## src/rtl/mrd_tag_pool.sv

```systemverilog
// mrd_tag_pool: shared PCIe MRd tag allocator for the S2C scatter-gather
// channels. Tags are handed out round-robin from a free-list FIFO that is
// filled with 0..NUM_TAGS-1 after reset. An outstanding bitmap tracks issued
// tags so that out-of-range or double frees are rejected and flagged.
module mrd_tag_pool #(
  parameter int NUM_CHANS = 4,
  parameter int NUM_TAGS  = 32
) (
  input  logic                      s_axi_clk,
  input  logic                      s_axi_rstn,
  input  logic [NUM_CHANS-1:0]      alloc_tag_req,
  output logic [NUM_CHANS-1:0]      allocated_tag_rdy,
  output logic [7:0]                allocated_tag,
  input  logic                      tag_free_valid,
  input  logic [7:0]                tag_free_tag,
  output logic [$clog2(NUM_TAGS):0] free_count,
  output logic                      init_done,
  output logic                      free_err
);

  localparam int TW   = $clog2(NUM_TAGS);
  localparam int CNTW = TW + 1;
  localparam int CW   = (NUM_CHANS > 1) ? $clog2(NUM_CHANS) : 1;

  localparam logic [8:0]      TAG_LIMIT  = 9'(NUM_TAGS);
  localparam logic [CNTW-1:0] FULL_COUNT = CNTW'(NUM_TAGS);
  localparam logic [CNTW-1:0] CNT_ONE    = CNTW'(1);
  localparam logic [TW-1:0]   PTR_ONE    = TW'(1);
  localparam logic [TW-1:0]   LAST_IDX   = TW'(NUM_TAGS - 1);
  localparam logic [CW-1:0]   LAST_CHAN  = CW'(NUM_CHANS - 1);
  localparam logic [CW-1:0]   CHAN_ONE   = CW'(1);

  typedef enum logic [0:0] {
    ST_INIT = 1'b0,
    ST_RUN  = 1'b1
  } state_t;

  state_t                state_r;
  logic [TW-1:0]         init_idx_r;
  logic [TW-1:0]         rd_ptr_r;
  logic [TW-1:0]         wr_ptr_r;
  logic [CNTW-1:0]       count_r;
  logic [NUM_TAGS-1:0]   outstanding_r;
  logic [CW-1:0]         rr_r;
  logic [NUM_CHANS-1:0]  rdy_r;
  logic [7:0]            tag_r;
  logic                  init_done_r;
  logic                  free_err_r;

  logic [7:0]            fifo_mem [NUM_TAGS];

  logic [7:0]            head_tag_s;
  logic [TW-1:0]         free_idx_s;
  logic                  free_in_range_s;
  logic                  free_legal_s;
  logic                  free_bad_s;
  logic [NUM_CHANS-1:0]  eligible_s;
  logic                  grant_found_s;
  logic [CW-1:0]         grant_idx_s;
  logic [NUM_CHANS-1:0]  grant_vec_s;
  logic                  do_grant_s;
  logic [CW-1:0]         rr_nxt_s;
  logic [CNTW-1:0]       count_nxt_s;
  logic [NUM_TAGS-1:0]   outstanding_nxt_s;

  // Classify the returning tag: only an in-range, currently outstanding tag
  // may re-enter the free list, and only once the pool is running.
  always_comb begin
    head_tag_s      = fifo_mem[rd_ptr_r];
    free_idx_s      = tag_free_tag[TW-1:0];
    free_in_range_s = ({1'b0, tag_free_tag} < TAG_LIMIT);
    free_legal_s    = tag_free_valid && (state_r == ST_RUN) &&
                      free_in_range_s && outstanding_r[free_idx_s];
    free_bad_s      = tag_free_valid && !free_legal_s;
  end

  // Round-robin search from rr; a channel granted last cycle is skipped so
  // it has one cycle to drop its request.
  always_comb begin
    int            cand;
    logic [CW-1:0] cand_idx;
    eligible_s    = alloc_tag_req & ~rdy_r;
    grant_found_s = 1'b0;
    grant_idx_s   = '0;
    cand          = 0;
    cand_idx      = '0;
    for (int i = 0; i < NUM_CHANS; i++) begin
      cand     = (int'(rr_r) + i) % NUM_CHANS;
      cand_idx = CW'(cand);
      if (!grant_found_s && eligible_s[cand_idx]) begin
        grant_found_s = 1'b1;
        grant_idx_s   = cand_idx;
      end else begin
        grant_found_s = grant_found_s;
      end
    end
    do_grant_s  = (state_r == ST_RUN) && (count_r != '0) && grant_found_s;
    grant_vec_s = '0;
    if (do_grant_s) begin
      grant_vec_s[grant_idx_s] = 1'b1;
    end else begin
      grant_vec_s = '0;
    end
    if (grant_idx_s == LAST_CHAN) begin
      rr_nxt_s = '0;
    end else begin
      rr_nxt_s = grant_idx_s + CHAN_ONE;
    end
  end

  // Next free count and outstanding map; a grant and a legal free in the
  // same cycle cancel in the count.
  always_comb begin
    case ({do_grant_s, free_legal_s})
      2'b10:   count_nxt_s = count_r - CNT_ONE;
      2'b01:   count_nxt_s = count_r + CNT_ONE;
      default: count_nxt_s = count_r;
    endcase
    outstanding_nxt_s = outstanding_r;
    if (do_grant_s) begin
      outstanding_nxt_s[head_tag_s[TW-1:0]] = 1'b1;
    end else begin
      outstanding_nxt_s = outstanding_nxt_s;
    end
    if (free_legal_s) begin
      outstanding_nxt_s[free_idx_s] = 1'b0;
    end else begin
      outstanding_nxt_s = outstanding_nxt_s;
    end
  end

  // Free-list storage: seeded with the identity during INIT, then appended
  // at the tail by legal frees. Contents need no reset since INIT rewrites it.
  always_ff @(posedge s_axi_clk) begin
    if (state_r == ST_INIT) begin
      fifo_mem[init_idx_r] <= 8'(init_idx_r);
    end else if (free_legal_s) begin
      fifo_mem[wr_ptr_r] <= tag_free_tag;
    end
  end

  // Pool controller: INIT sequencing, grant registration, pointer and
  // bookkeeping updates, and the sticky free error.
  always_ff @(posedge s_axi_clk or negedge s_axi_rstn) begin
    if (!s_axi_rstn) begin
      state_r       <= ST_INIT;
      init_idx_r    <= '0;
      rd_ptr_r      <= '0;
      wr_ptr_r      <= '0;
      count_r       <= '0;
      outstanding_r <= '0;
      rr_r          <= '0;
      rdy_r         <= '0;
      tag_r         <= 8'd0;
      init_done_r   <= 1'b0;
      free_err_r    <= 1'b0;
    end else begin
      case (state_r)
        ST_INIT: begin
          rdy_r <= '0;
          if (init_idx_r == LAST_IDX) begin
            state_r     <= ST_RUN;
            init_done_r <= 1'b1;
            count_r     <= FULL_COUNT;
            rd_ptr_r    <= '0;
            wr_ptr_r    <= '0;
            init_idx_r  <= '0;
          end else begin
            init_idx_r <= init_idx_r + PTR_ONE;
          end
        end
        ST_RUN: begin
          rdy_r         <= grant_vec_s;
          count_r       <= count_nxt_s;
          outstanding_r <= outstanding_nxt_s;
          if (do_grant_s) begin
            tag_r    <= head_tag_s;
            rd_ptr_r <= rd_ptr_r + PTR_ONE;
            rr_r     <= rr_nxt_s;
          end
          if (free_legal_s) begin
            wr_ptr_r <= wr_ptr_r + PTR_ONE;
          end
        end
        default: begin
          state_r <= ST_INIT;
        end
      endcase
      if (free_bad_s) begin
        free_err_r <= 1'b1;
      end
    end
  end

  assign allocated_tag_rdy = rdy_r;
  assign allocated_tag     = tag_r;
  assign free_count        = count_r;
  assign init_done         = init_done_r;
  assign free_err          = free_err_r;

endmodule

```

## config.mk

```make
export PLATFORM = sky130hd
export DESIGN_NAME = mrd_tag_pool
export DESIGN_NICKNAME = d
export VERILOG_FILES = /design/src/rtl/mrd_tag_pool.sv
export SDC_FILE = /design/constraint.sdc
export NUM_CORES = 1
export LEC_CHECK = 0
export CAP_MARGIN = 40
export CORE_UTILIZATION = 45
export DETAILED_ROUTE_END_ITERATION = 10
export PLACE_DENSITY = 0.67
export SLEW_MARGIN = 10
export SYNTH_ARGS = -nofsm -noshare
export SYNTH_HDL_FRONTEND = slang
export SYNTH_SLANG_ARGS = --single-unit
```

## constraint.sdc

```tcl
create_clock -name s_axi_clk -period 5.6 [get_ports s_axi_clk]
set_clock_uncertainty 0.1 [all_clocks]
set_input_delay 1.12 -clock s_axi_clk [delete_from_list [all_inputs] [get_ports s_axi_clk]]
set_output_delay 1.12 -clock s_axi_clk [all_outputs]
set_load 0.02 [all_outputs]
```

==> impl_metrics.json, run 1 <==
{
  "grt_overflow": 0,
  "drt_iter0_drc": 702,
  "syn_area_um2": 14390,
  "cell_internal_pwr_w": 0.005283,
  "final_cell_mix": "edfxtp_1, conb_1, nand2_1",
  "synth_edf_count": 256,
  "synth_cell_types": 76,
  "die_x_um": 180.8,
  "initial_core_util_pct": 45.71,
  "status": "finished clean",
  "yosysTopAreaCellShare_pct": 53.43,
  "dr.pass1.iters": 6,
  "die-area_um2": 32690,
  "max-cap-violations": 0,
  "cts_resized": 0,
  "powerDensity_nw_per_um2": 472.9,
  "power_frac_seq_pct": 39.2,
  "rows": 65,
  "cts_hold_buf": 0,
  "synthSimpleGateAreaFrac_pct": 9.366,
  "synth_warnings": 0,
  "grt_max_degree": 50,
  "finalPower_w": 0.007869,
  "cp.required_ps": 5890,
  "setup-violations-final": 0,
  "slowest_stage": "clkdlybuf4s50_1",
  "critical_path.startpoint_type": "input port",
  "post_drt_wl_per_cell_um": 20.68,
  "cts_max_level": 2,
  "synth_area_leaders": "edfxtp_1, dfrtp_1, mux4_2",
  "clock_sinks": 326,
  "io-pin-count": 35,
  "endpoint_kind": "register",
  "synth_top_family_by_area": "multiplexers",
  "core_area_um2": 31470,
  "clockRootBuffer": "clkbuf_16",
  "worst_slew_pin_slew_ps": 956.8,
  "antenna_found_initial": 0,
  "startpoint": "tag_free_tag[1]",
  "hold_viol_final": 0,
  "post-route-min-period_ps": 5001,
  "drive_gt1_share_pct": 16.45,
  "clockPowerShare_pct": 28.3,
  "ys_async_sr_fraction_pct": 21.47,
  "gp_congestion": 0.8805,
  "grt_pass1_vias": 8193,
  "yosysTopAreaCell": "edfxtp_1",
  "area_delta_synth_final_pct": 15.67,
  "fmax_mhz": 200.0,
  "clk_latency_ps": 520,
  "hold_start": "free_err",
  "nets": 1085,
  "layout.cells.most_common": "edfxtp_1",
  "worst-r2r-setup-slack_ps": 1740,
  "vias_per_cell": 5.539,
  "rsz0062_at_grt": "no",
  "hpwl_mm": 20.03,
  "yosys.area_share.adder_pct": 1.183,
  "vias": 8220,
  "r2r-start": "outstanding_r[30]",
  "critPathArrivalTime_ps": 5300,
  "synth_mux_area_share_pct": 14.11,
  "grtUsageTotal_pct": 19.29,
  "power_leakage_nw": 6.096,
  "cp_slowest_stage_delay_ps": 820,
  "grt_pass1_wl_mm": 48.14,
  "crit_family": "compound AO/OA/AOI/OAI gates",
  "slew_viol_final": 0,
  "switching_power_w": 0.002586,
  "syn_inst": 914,
  "netSwitchingFraction_pct": 32.86,
  "crit_path_max_fanout": 11,
  "slew_headroom_pct": 35.38,
  "drc": 0,
  "cts_tree": "yes",
  "synth-compound-area-share_pct": 6.105,
  "tns_ps": 0,
  "fin_crit_sh_pct": 89.30,
  "clkTransAtPathRegs_ps": 60,
  "routed_wirelength_mm": 30.70,
  "final_antenna_net_count": 0,
  "critical_path.cell_chain": "clkdlybuf4s50_1, mux2i_1, o22ai_1, a2111oi_0, o22ai_2, o21a_1, nand2_1, ha_1, a21o_1, a21oi_1, o21bai_1, a21oi_1, mux2i_1, o41ai_1, a2111oi_1",
  "place.port_buffers": 34,
  "synth_xor_area_share_pct": 0.5479,
  "synth_seq_cells": 326,
  "cts_setup_buffers": 0,
  "path_class": "in -> reg",
  "synth.yosys.seq_area_share_pct": 65.61,
  "ys_dominant_reg_cell": "edfxtp_1",
  "die_y_um": 180.8,
  "path_buf_inv": 1,
  "ir_worst_vdd_v": 0.0002295,
  "cts_inserted_buffers": 35,
  "clockBufferDepth": 3,
  "diodes": 0,
  "hold_class": "reg -> reg",
  "comb_power_share_pct": 32.5,
  "nFillCells": 2516,
  "postSynthAreaPerCell_um2": 15.74
}
[cells in the mapped netlist (all sizes together) (8+ instances only)]
cell type	number
edfxtp	256
mux4	72
nand2	72
dfrtp	70
nor2	52
a31oi	35
a21oi	33
buf	33
mux2i	28
clkbuf	26
nor2b	22
inv	20
o21ai	17
nand3	16
nor3b	14
ha	12
nand4	10
nor3	9
o22ai	9
and2	8
[worst reg2reg max path, stage by stage, from the launching register on]
cell	delay, ps
dfrtp_1	390
mux2i_1	180
o22ai_1	110
a2111oi_0	550
o22ai_2	240
o21a_1	250
nand2_1	150
ha_1	260
a21o_1	180
a21oi_1	230
o21bai_1	90
a21oi_1	350
mux2i_1	240
o41ai_1	100
a2111oi_1	320
[registers in the layout, summed over array words and instances, names as in the netlist]
name and cells:
init_idx_r 5, outstanding_r 32, allocated_tag_rdy 4, init_done 1
allocated_tag 8, rd_ptr_r 5, free_count 6, rr_r 2
state_r 1, wr_ptr_r 5, fifo_mem 256, free_err 1
[per-layer routing]
| metal | GRT usage, % | share of wire [%] |
|---|---|---|
| met3 | 3.003 | 6.1 |
| met1 | 27.18 | 44 |
| met5 | 0 | 0 |
| met2 | 31.12 | 48 |
| met4 | 5.607 | 2.3 |
[power groups by stage]
stage          Clock, W  Combinational (W)  Sequential (W)
2_1_floorplan         0            0.00199         0.00302
3_3_place_gp          0            0.00248         0.00316
3_5_place_dp          0            0.00256         0.00314
4_1_cts         0.00227            0.00257         0.00309
5_1_grt         0.00236            0.00275         0.00312
6_report        0.00223            0.00255         0.00309
[kinds of logic after synthesis]
| group | after synthesis |
|---|---|
| mux | 106 |
| xor+xnor | 9 |
| other cells | 1 |
| compound gates | 132 |
| flops | 326 |
| buf+inv | 80 |
| fa+ha+maj | 13 |
| simple gates | 247 |
[stage by stage]
stage / area [um2] / instances / utilization [%] / hold WS, ps / setup WS (ps)
6_report: 16640 / 1484 / 52.88 / 353.8 / 599.2
5_1_grt: 16640 / 1484 / 52.88 / 376.1 / 351.3
4_1_cts: 16640 / 1484 / 52.88 / 356.7 / 617.8
3_5_place_dp: 15540 / 1422 / 49.36 / 344.1 / 82.25
3_3_place_gp: 15500 / 1420 / 49.25 / 344.0 / 195.0
2_1_floorplan: 14740 / 1009 / - / 387.6 / 988.0
[final timing paths]
path | depth (start not counted) | to
setup reg to reg | 14 | free_count[5]
min in group asynchronous | 1 | allocated_tag_rdy[2]
hold / removal | 1 | free_err
max in group asynchronous | 2 | outstanding_r[3]
hold reg to reg | 1 | free_err
setup / recovery | 15 | free_count[5]
[area by class of cell]
type / count / area [um2] / area share, %
flip-flops and latches: 326 / 9444 / 56.75
multi-input cells: 603 / 4872 / 29.28
clock buffers: 43 / 927.1 / 5.571
repair buffers: 70 / 638.1 / 3.834
well taps: 402 / 503.0 / 3.022
clock inverters: 19 / 178.9 / 1.075
inverters: 21 / 78.83 / 0.4736
Power figures use the tool's default switching activity.
==> inputs of run 2 (changes only) <==
- clock period: 5.6 -> 5.2 ns (I/O delays scaled with it)
==> impl_metrics.json, run 2 (same netlist as run 1, synthesis figures left out) <==
{
  "cts_resized": 0,
  "ir_worst_vdd_v": 0.0002972,
  "worst-r2r-setup-slack_ps": 1480,
  "worst_slew_pin_slew_ps": 898.5,
  "grt_pass1_vias": 8161,
  "fin_crit_sh_pct": 88.50,
  "cts_max_level": 2,
  "core_area_um2": 31470,
  "critPathArrivalTime_ps": 4910,
  "hold_viol_final": 0,
  "final_cell_mix": "edfxtp_1, conb_1, nand2_1",
  "grt_overflow": 0,
  "hpwl_mm": 20.27,
  "routed_wirelength_mm": 31.02,
  "clkTransAtPathRegs_ps": 60,
  "crit_path_max_fanout": 15,
  "die_y_um": 180.8,
  "cp.required_ps": 5510,
  "die-area_um2": 32690,
  "multi_input_area_um2": 4872,
  "die_x_um": 180.8,
  "fmax_mhz": 217.3,
  "slew_headroom_pct": 39.88,
  "endpoint_kind": "register",
  "regMostFlops": "fifo_mem",
  "tns_ps": 0,
  "diodes": 0,
  "slew_viol_final": 0,
  "layout.cells.most_common": "edfxtp_1",
  "cts_tree": "yes",
  "initial_core_util_pct": 45.71,
  "hold_start": "free_err",
  "cts_inserted_buffers": 35,
  "antenna_found_initial": 0,
  "clockRootBuffer": "clkbuf_16",
  "power_leakage_nw": 6.038,
  "grtUsageTotal_pct": 19.38,
  "grt_pass1_wl_mm": 47.84,
  "post-route-min-period_ps": 4602,
  "nFillCells": 2562,
  "largest_register_ffs": 256,
  "powerDensity_nw_per_um2": 504.9,
  "final_antenna_net_count": 0,
  "clk_latency_ps": 530,
  "vias": 8424,
  "startpoint": "tag_free_tag[1]",
  "nets": 1097,
  "io-pin-count": 35,
  "post_drt_wl_per_cell_um": 20.77,
  "cts_hold_buf": 0,
  "max-cap-violations": 0,
  "area_delta_synth_final_pct": 15.57,
  "placed_area_um2": 15600,
  "hold_class": "reg -> reg",
  "place.port_buffers": 34,
  "clock_sinks": 326,
  "rows": 65,
  "vias_per_cell": 5.639,
  "r2r-start": "outstanding_r[15]",
  "final_cell_area_um2": 16630,
  "critPathCapture": "free_count[5]",
  "dr.pass1.iters": 7,
  "gp_congestion": 0.8299,
  "drt_iter0_drc": 729,
  "r2r_cells": 14,
  "path_class": "in -> reg",
  "setup-violations-final": 0,
  "clockBufferDepth": 3,
  "critical_path.startpoint_type": "input port",
  "grt_max_degree": 50,
  "r2r-end": "free_count[5]",
  "seqCellArea_um2": 9444,
  "cts_setup_buffers": 0,
  "rsz0062_at_grt": "no",
  "drive_gt1_share_pct": 17.12,
  "drc": 0,
  "status": "finished clean"
}
-- run 2: cell count changes in the layout (fill, tap and decap cells not counted), sizes merged --
cell      before  now
bufinv         3    0
clkbuf        43   42
clkinv        15   13
clkinvlp       1    3
buf           37   49
inv           21   23
-- run 2: worst min path at each step --
| stage | to | cells past startpoint | slack (ps) |
|---|---|---|---|
| 2_1_floorplan | outstanding_r[4] | 2 | 390 |
| 3_3_place_gp | free_err | 1 | 340 |
| 3_5_place_dp | free_err | 1 | 340 |
| 4_1_cts | free_err | 1 | 360 |
| 5_1_grt | free_err | 1 | 380 |
| 6_report | free_err | 1 | 350 |
-- run 2: cell type report --
class	count	share of cell area, %
Clock buffer	42	5.426
Clock inverter	18	0.7299
Inverter	21	0.4741
Multi-Input combinational cell	603	29.30
Sequential cell	326	56.80
Tap cell	402	3.025
Timing Repair Buffer	82	4.244
-- run 2: stage by stage --
stage,power [W],std cells,setup slack [ps],util (%),hold slack (ps)
floorplan,0.005404,1009,668.0,-,387.6
global placement,0.006127,1430,149.7,49.49,338.3
detailed placement,0.006165,1434,49.68,49.58,343.6
CTS,0.008429,1494,612.6,52.83,357.4
global route,0.008784,1494,269.2,52.83,383.0
finish,0.008395,1494,597.9,52.83,354.0
-- run 2: report_power, final --
part,internal (W),switching (W)
Combinational,0.00128,0.00156
Clock,0.00125,0.00101
Sequential,0.00301,0.000289
Total,0.00554,0.00285
-- run 2: metal layers --
| layer | share of wire [%] | vias up | track usage (%) |
|---|---|---|---|
| li1 | - | 3804 | - |
| met5 | 0 | - | 0 |
| met3 | 6.5 | 50 | 3.306 |
| met2 | 48 | 301 | 31.23 |
| met1 | 43 | 4269 | 26.78 |
| met4 | 2.5 | 0 | 6.564 |
-- run 2: critical path, stage by stage --
cell and delay, ps:
clkdlybuf4s50_1 450, buf_4 230, mux2i_1 210, o22ai_1 100, a2111oi_0 540, o22ai_2 190
o21a_1 220, nand2_1 150, ha_1 250, a21o_1 170, a21oi_1 230, o21bai_1 90
a21oi_1 370, nor4b_1 110, a21o_1 200, a2111oi_1 350
==> inputs of run 3 (changes only) <==
- CORE_ASPECT_RATIO: default -> 2
==> impl_metrics.json, run 3 (same netlist as run 1, synthesis figures left out) <==
{
  "status": "finished clean",
  "slowest_stage": "a2111oi_0",
  "gp_congestion": 0.8809,
  "drive_gt1_share_pct": 16.40,
  "place.port_buffers": 34,
  "clk_latency_ps": 550,
  "post-route-min-period_ps": 4699,
  "cts_tree": "yes",
  "placed_area_um2": 15640,
  "powerDensity_nw_per_um2": 504.4,
  "ir_worst_vdd_v": 0.0002917,
  "startpoint": "tag_free_tag[1]",
  "slew_headroom_pct": 40.92,
  "grt_pass1_wl_mm": 50.92,
  "vias_per_cell": 5.507,
  "cp.required_ps": 5530,
  "initial_core_util_pct": 45.62,
  "final_util_pct": 52.60,
  "crit_path_max_fanout": 21,
  "post_drt_wl_per_cell_um": 22.35,
  "worst-r2r-setup-slack_ps": 1300,
  "power_leakage_nw": 5.965,
  "largest_register_ffs": 256,
  "layout.cells.most_common": "edfxtp_1",
  "cts_max_level": 1,
  "setup-violations-final": 0,
  "hold_slack_ps": 238.4,
  "critical_path.startpoint_type": "input port",
  "clock_sinks": 326,
  "grtUsageTotal_pct": 21.23,
  "cts_inserted_buffers": 27,
  "hold_viol_final": 0,
  "vias": 8239,
  "finalPower_w": 0.008369,
  "routed_wirelength_mm": 33.44,
  "cts_setup_buffers": 0,
  "die-area_um2": 32730,
  "path_class": "in -> reg",
  "die_x_um": 128.4,
  "io-pin-count": 35,
  "core_area_um2": 31540,
  "r2r_cells": 14,
  "final_cell_mix": "edfxtp_1, conb_1, nand2_1",
  "regMostFlops": "fifo_mem",
  "rows": 92,
  "cts_resized": 0,
  "grt_max_degree": 58,
  "drc": 0,
  "endpoint_kind": "register",
  "area_delta_synth_final_pct": 15.31,
  "dr.pass1.iters": 4,
  "nets": 1081,
  "cts_hold_buf": 0,
  "hold_class": "in -> async",
  "max-cap-violations": 0,
  "clockBufferDepth": 3,
  "clockRootBuffer": "clkbuf_16",
  "critical_path.cell_chain": "clkdlybuf4s50_1, buf_12, mux2i_1, o22ai_1, a2111oi_0, o22ai_2, o21a_1, nand2_1, ha_1, a21o_1, a21oi_1, o21bai_1, a21oi_1, mux2i_1, o41ai_1, a2111oi_1",
  "worst_slew_pin_slew_ps": 882.9,
  "drt_iter0_drc": 440,
  "place_ws_ps": -6.108,
  "fin_crit_sh_pct": 90.37,
  "r2r-end": "free_count[5]",
  "die_y_um": 254.9,
  "grt_pass1_vias": 8477,
  "final_cell_area_um2": 16590,
  "critPathArrivalTime_ps": 5030,
  "critPathCapture": "free_count[5]",
  "setup_ws_ps": 500.7,
  "r2r-start": "outstanding_r[15]",
  "diodes": 0,
  "cp_slowest_stage_delay_ps": 570,
  "clkTransAtPathRegs_ps": 70,
  "fmax_mhz": 212.8,
  "antenna_found_initial": 0,
  "hpwl_mm": 23.88,
  "final_antenna_net_count": 0,
  "rsz0062_at_grt": "no",
  "grt_overflow": 0,
  "slew_viol_final": 0
}
## run 3: changes by cell type in the layout (fill, tap and decap cells not counted), moves of 2 or more
| cell | previous run | this run |
|---|---|---|
| buf_2 | 2 | 0 |
| clkinv_1 | 9 | 5 |
| buf_4 | 46 | 35 |
| clkinv_2 | 4 | 0 |
| clkbuf_1 | 7 | 3 |
| inv_16 | 2 | 0 |
| clkinvlp_4 | 3 | 8 |
| bufinv_16 | 0 | 6 |
| buf_16 | 0 | 2 |
| clkbuf_16 | 35 | 27 |
## run 3: critical path: cells and delay by family
kind | cells | cell delay (ps)
muxes | 2 | 440
and+or+nand+nor | 1 | 160
buffers and inverters | 2 | 700
AOI/OAI and AO/OA | 10 | 2420
adders and majority gates | 1 | 270
## run 3: how the worst min path moves through the flow
stage	from	endpoint	depth (start not counted)
after floorplan	outstanding_r[4]	outstanding_r[4]	2
after global placement	free_err	free_err	1
after detailed placement	free_err	free_err	1
after CTS	s_axi_rstn	free_count[3]	1
after global routing	s_axi_rstn	free_count[4]	1
final	s_axi_rstn	free_count[3]	1
## run 3: power by group
group,internal [W],switching [W],total (W)
clock network,0.00126,0.000935,0.00219
registers,0.00301,0.000283,0.00329
logic,0.00128,0.00160,0.00288
## run 3: layer usage
metal | vias up | share of wire (%) | track usage [%] | wire length, um
met5 | - | 0 | 0 | 0
met4 | 0 | 5.9 | 12.74 | 1969
met3 | 85 | 3.5 | 2.237 | 1184
met2 | 200 | 57 | 40.73 | 18930
met1 | 4197 | 34 | 21.75 | 11350
li1 | 3757 | - | - | -
## run 3: metrics by stage
stage	cells	TNS (ps)
after floorplan	1009	0
after global placement	1443	0
after detailed placement	1447	-6.108
after CTS	1496	0
after global routing	1496	0
final	1496	0
## run 3: final cells by class
| cell class | count | area [um2] |
|---|---|---|
| Inverter | 21 | 78.83 |
| Timing Repair Buffer | 74 | 714.4 |
| Tap cell | 423 | 529.3 |
| Multi-Input combinational cell | 603 | 4872 |
| Clock buffer | 30 | 686.9 |
| Fill cell | 2618 | 14950 |
| Clock inverter | 19 | 264.0 |
| Sequential cell | 326 | 9444 |
